--- config.mk ---
export PLATFORM = sky130hd
export DESIGN_NAME = scene_packet_decoder
export DESIGN_NICKNAME = d
export VERILOG_FILES = /design/src/rtl/scene_packet_decoder.sv
export SDC_FILE = /design/constraint.sdc
export NUM_CORES = 1
export LEC_CHECK = 0
export CAP_MARGIN = 30
export CORE_MARGIN = 2
export CORE_UTILIZATION = 60
export DETAILED_ROUTE_END_ITERATION = 10
export DONT_BUFFER_PORTS = 1
export GPL_ROUTABILITY_DRIVEN = 1
export GPL_TIMING_DRIVEN = 0
export MAX_ROUTING_LAYER = met4
export PLACE_DENSITY = 0.81
export RECOVER_POWER = 100
export SLEW_MARGIN = 0
export SYNTH_ARGS = -nofsm -noshare
export SYNTH_HDL_FRONTEND = slang
export SYNTH_SLANG_ARGS = --single-unit
export TNS_END_PERCENT = 30
--- constraint.sdc ---
create_clock -name clk -period 3.2 [get_ports clk]
set_input_delay 0.48 -clock clk [delete_from_list [all_inputs] [get_ports clk]]
set_output_delay 0.48 -clock clk [all_outputs]
set_load 0.01 [all_outputs]
--- src/rtl/scene_packet_decoder.sv ---
// Scene packet decoder: parses framed 64-bit words from the SPI accumulator into
// sphere-memory writes, a latched camera word, commit pulses and a ready level.
module scene_packet_decoder #(
  parameter int MAX_SPHERES    = 16,
  parameter int ADDR_W         = 4,
  parameter int TIMEOUT_CYCLES = 1000000
) (
  input  logic              clk,
  input  logic              rst_,
  input  logic              i_dv,
  input  logic [63:0]       i_word,
  output logic              o_mem_we,
  output logic [ADDR_W-1:0] o_mem_addr,
  output logic [63:0]       o_mem_wdata,
  output logic [ADDR_W:0]   o_sphere_count,
  output logic [63:0]       o_camera,
  output logic              o_commit,
  output logic              o_ready,
  output logic [7:0]        o_err_count
);

  localparam int CNT_W = $clog2(TIMEOUT_CYCLES + 1);
  localparam logic [CNT_W-1:0] TMO_LAST = CNT_W'(TIMEOUT_CYCLES - 1);
  localparam logic [8:0] MAX_N = 9'(MAX_SPHERES);

  typedef enum logic [1:0] {S_IDLE, S_PAYLOAD, S_CAMERA} state_t;

  state_t            state;
  logic [ADDR_W-1:0] idx;
  logic [ADDR_W:0]   len;
  logic [CNT_W-1:0]  tmo_cnt;

  logic       magic_ok;
  logic [7:0] opcode;
  logic [7:0] n_words;
  logic       hdr_spheres;
  logic       hdr_camera;
  logic       hdr_commit;

  assign magic_ok    = (i_word[63:56] == 8'hA5);
  assign opcode      = i_word[55:48];
  assign n_words     = i_word[47:40];
  assign hdr_spheres = magic_ok && (opcode == 8'h01) && (n_words != 8'd0)
                       && ({1'b0, n_words} <= MAX_N);
  assign hdr_camera  = magic_ok && (opcode == 8'h02) && (n_words == 8'd1);
  assign hdr_commit  = magic_ok && (opcode == 8'h03) && (n_words == 8'd0);

  always_ff @(posedge clk or negedge rst_) begin
    if (!rst_) begin
      state          <= S_IDLE;
      idx            <= '0;
      len            <= '0;
      tmo_cnt        <= '0;
      o_mem_we       <= 1'b0;
      o_mem_addr     <= '0;
      o_mem_wdata    <= '0;
      o_sphere_count <= '0;
      o_camera       <= '0;
      o_commit       <= 1'b0;
      o_ready        <= 1'b0;
      o_err_count    <= '0;
    end else begin
      o_mem_we <= 1'b0;
      o_commit <= 1'b0;
      case (state)
        S_IDLE: begin
          o_ready <= 1'b1;
          tmo_cnt <= '0;
          if (i_dv) begin
            if (hdr_spheres) begin
              state   <= S_PAYLOAD;
              idx     <= '0;
              len     <= n_words[ADDR_W:0];
              o_ready <= 1'b0;
            end else if (hdr_camera) begin
              state   <= S_CAMERA;
              o_ready <= 1'b0;
            end else if (hdr_commit) begin
              o_commit <= 1'b1;
            end else if (o_err_count != 8'hFF) begin
              o_err_count <= o_err_count + 8'd1;
            end
          end
        end
        S_PAYLOAD: begin
          if (i_dv) begin
            o_mem_we    <= 1'b1;
            o_mem_addr  <= idx;
            o_mem_wdata <= i_word;
            idx         <= idx + 1'b1;
            tmo_cnt     <= '0;
            // Count becomes visible together with the final write strobe.
            if ({1'b0, idx} == len - 1'b1) begin
              o_sphere_count <= len;
              state          <= S_IDLE;
              o_ready        <= 1'b1;
            end
          end else if (tmo_cnt == TMO_LAST) begin
            state   <= S_IDLE;
            o_ready <= 1'b1;
            tmo_cnt <= '0;
            if (o_err_count != 8'hFF) o_err_count <= o_err_count + 8'd1;
          end else begin
            tmo_cnt <= tmo_cnt + 1'b1;
          end
        end
        S_CAMERA: begin
          if (i_dv) begin
            o_camera <= i_word;
            state    <= S_IDLE;
            o_ready  <= 1'b1;
            tmo_cnt  <= '0;
          end else if (tmo_cnt == TMO_LAST) begin
            state   <= S_IDLE;
            o_ready <= 1'b1;
            tmo_cnt <= '0;
            if (o_err_count != 8'hFF) o_err_count <= o_err_count + 8'd1;
          end else begin
            tmo_cnt <= tmo_cnt + 1'b1;
          end
        end
        default: begin
          state   <= S_IDLE;
          o_ready <= 1'b1;
        end
      endcase
    end
  end

endmodule
==> impl_metrics.json <==
{
  "status": "finished, violations left",
  "violations": "hold timing",
  "rows": 40,
  "p_leak_nw": 3.80,
  "synth_edf_count": 0,
  "power_w": 0.00659,
  "drt_iter0_drc": 260,
  "root_buffer": "clkbuf_16",
  "die_x_um": 116,
  "r2r_cells": 8,
  "async_flop_share_pct": 100,
  "synth.distinct_cells": 52,
  "ir_drop_mv": 0.482,
  "grt_max_degree": 180,
  "maxSlewViolCount": 0,
  "io_buffer_count": 0,
  "wl_per_cell_um": 21.8,
  "worstPathCellList": "clkbuf_1 -> nor4_1 -> nand4_1 -> o21ai_0 -> clkbuf_1 -> a21oi_1 -> o21ai_0 -> o31ai_1",
  "num_io_pins": 215,
  "cts_setup_buffers": 0,
  "avgViaCountPerCell": 6.03,
  "dp_cells": 720,
  "grt-ovfl-total": 0,
  "antennaDiodeCount": 0,
  "syn_avg_cell_area_um2": 13.5,
  "crit_fanout": 10,
  "power_density_mw_per_mm2": 798,
  "tritoncts": "done",
  "crit_buf_inv": 2,
  "start_util_pct": 61.7,
  "first_global_vias": 4927,
  "yosysTopAreaCell": "dfrtp_1",
  "skew_ns": 0.0103,
  "ys.flop_type": "dfrtp_1",
  "finalCritPeriodShare_pct": 76.9,
  "finalWorstSetupSlack_ns": 0.738,
  "critPathTopFamily": "compound AO/OA/AOI/OAI gates",
  "core_mm2": 0.0121,
  "grt_setup_unrepaired": "no",
  "gp_congestion": 0.875,
  "hpwl_um": 11500,
  "postRouteAntennaNets": 0,
  "cp_slowest_stage_delay_ns": 0.44,
  "grtUsageTotal_pct": 26.3,
  "postLayoutCoreUtil_pct": 68.2,
  "path_class": "reg2reg",
  "mostFrequentLayoutCells": "dfrtp_1 (179), mux2_2 (137), nor2_1 (26), nand2_1 (24), clkbuf_1 (21)",
  "syn_inst": 552,
  "stdcell_count": 752,
  "clk_latency_ns": 0.42,
  "final_common_cell": "dfrtp_1",
  "vias": 4531,
  "cts_inserted_buffers": 17,
  "final_nets": 646,
  "htree_num_levels": 4,
  "hold_class": "in2async",
  "startpoint_type": "flop",
  "cp_num_cells": 8,
  "cts.sinks": 179,
  "yosys_warnings": 0,
  "slew_headroom_pct": 55.1,
  "crit_slowest_cell": "o21ai_0",
  "setup_viol": 0,
  "grt_pass1_wl_um": 25900,
  "netlist_top_cells_area": "dfrtp_1 (60%), mux2_2 (21%), ha_1 (1.3%), nor2_1 (1.3%), xor2_1 (1.3%)",
  "cap_violations": 0,
  "syn_to_final_growth_pct": 10.4,
  "drive_gt1_share_pct": 29.6,
  "yosysSeqAreaShare_pct": 59.9,
  "critPathCaptureType": "flop",
  "ys_ff_latch": 179,
  "cts_buffer_depth": 2,
  "clk_pin_slew_worst_paths_ns": 0.07,
  "max_freq_ghz": 0.406,
  "worstPathArrival_ns": 2.77,
  "period_needed_ns": 2.46,
  "syn_nets": 627,
  "max_slew.worst_pin.slew_ns": 0.665,
  "die_h_um": 116,
  "holdWs_ns": -0.251,
  "pre_cts_ws_ns": 0.743,
  "finalHoldViolCount": 179,
  "drc": 0,
  "die_area_mm2": 0.0134,
  "cts_resized": 0,
  "setup_tns_ns": 0,
  "synth_top_area_share_pct": 59.9,
  "cp_data_required_time_ns": 3.51,
  "synth.cell_area_mm2": 0.00748,
  "firstDrtPassIters": 4,
  "grt_antenna_before_repair": 0,
  "finalWirelength_um": 16400
}
[power breakdown]
| group | internal [W] | switching (W) |
|---|---|---|
| clock network | 0.00121 | 0.000869 |
| registers | 0.00279 | 0.000696 |
| logic | 0.000567 | 0.000457 |
| total | 0.00456 | 0.00202 |
[worst register-to-register path, cell delays in order (launching register included)]
cell,delay [ns]
dfrtp_1,0.36
clkbuf_1,0.18
nor4_1,0.36
nand4_1,0.23
o21ai_0,0.44
clkbuf_1,0.42
a21oi_1,0.08
o21ai_0,0.18
o31ai_1,0.09
[metal layers]
| layer | GRT usage [%] | wire length, um | up-vias |
|---|---|---|---|
| met5 | - | 0 | - |
| met4 | 11.2 | 415 | 0 |
| met3 | 8.11 | 1130 | 33 |
| met2 | 43.2 | 8550 | 156 |
| met1 | 30.1 | 6280 | 2335 |
| li1 | - | - | 2007 |
[synth_stat cells, types with 3 or more instances]
cell,n
o31ai_1,7
ha_1,8
a31oi_1,3
inv_1,7
nor2b_1,4
nand2b_1,3
o21ai_0,19
xor2_1,11
mux2_2,142
and3_1,5
a21oi_1,4
nor3_1,7
nand2_1,24
and2_1,3
dfrtp_1,179
buf_1,6
clkbuf_1,13
nor4_1,4
nor4bb_1,4
nand3_1,19
xnor2_1,9
nor3_2,3
o21bai_1,3
nor2_1,26
nand4_1,3
[stage by stage]
| stage | hold WS, ns | instance area, um^2 |
|---|---|---|
| CTS | -0.269 | 8280 |
| global route | -0.273 | 8260 |
| finish | -0.251 | 8260 |
| global placement | 0.188 | 7690 |
| floorplan | 0.184 | 7480 |
| detailed placement | 0.189 | 7690 |
[kinds of logic (layout without fill, tap and decap cells)]
logic type,count (synthesis),in the layout,share of synthesized area [%]
flip-flops,179,179,59.9
AND/OR/NAND/NOR,119,119,8.60
buffers and inverters,30,62,1.64
XOR/XNOR,20,20,2.34
adder cells (fa/ha/maj),8,8,1.34
AO/OA/AOI/OAI,52,52,4.52
multiplexers,144,144,21.7
[final timing paths]
path,from,endpoint,slack [ns]
min,rst_,o_err_count[1]$_DFFE_PN0P_,-0.25
max reg2reg,tmo_cnt[13]$_DFFE_PN0N_,tmo_cnt[3]$_DFFE_PN0N_,0.74
max in group asynchronous,rst_,idx[0]$_DFFE_PN0P_,3.09
min in group clk,i_word[24],o_camera[24]$_DFFE_PN0P_,0.20
min reg2reg,tmo_cnt[0]$_DFFE_PN0N_,tmo_cnt[0]$_DFFE_PN0N_,0.54
max,tmo_cnt[13]$_DFFE_PN0N_,tmo_cnt[3]$_DFFE_PN0N_,0.74
[flip-flops by register name, indices dropped and copies added, names as in the netlist]
register        flops
o_sphere_count      5
len                 5
o_mem_we            1
o_camera           64
idx                 4
o_mem_wdata        64
o_mem_addr          4
o_ready             1
state               2
o_commit            1
tmo_cnt            20
o_err_count         8
[final cells by class]
cell class | count | area (um^2)
flip-flops and latches | 179 | 4480
fillers | 864 | 3850
multi-input cells | 343 | 2860
clock buffers | 20 | 467
well taps | 168 | 210
clock inverters | 12 | 126
plain buffers | 22 | 83.8
inverters | 8 | 30.0
(Power assumes the default switching activity.)
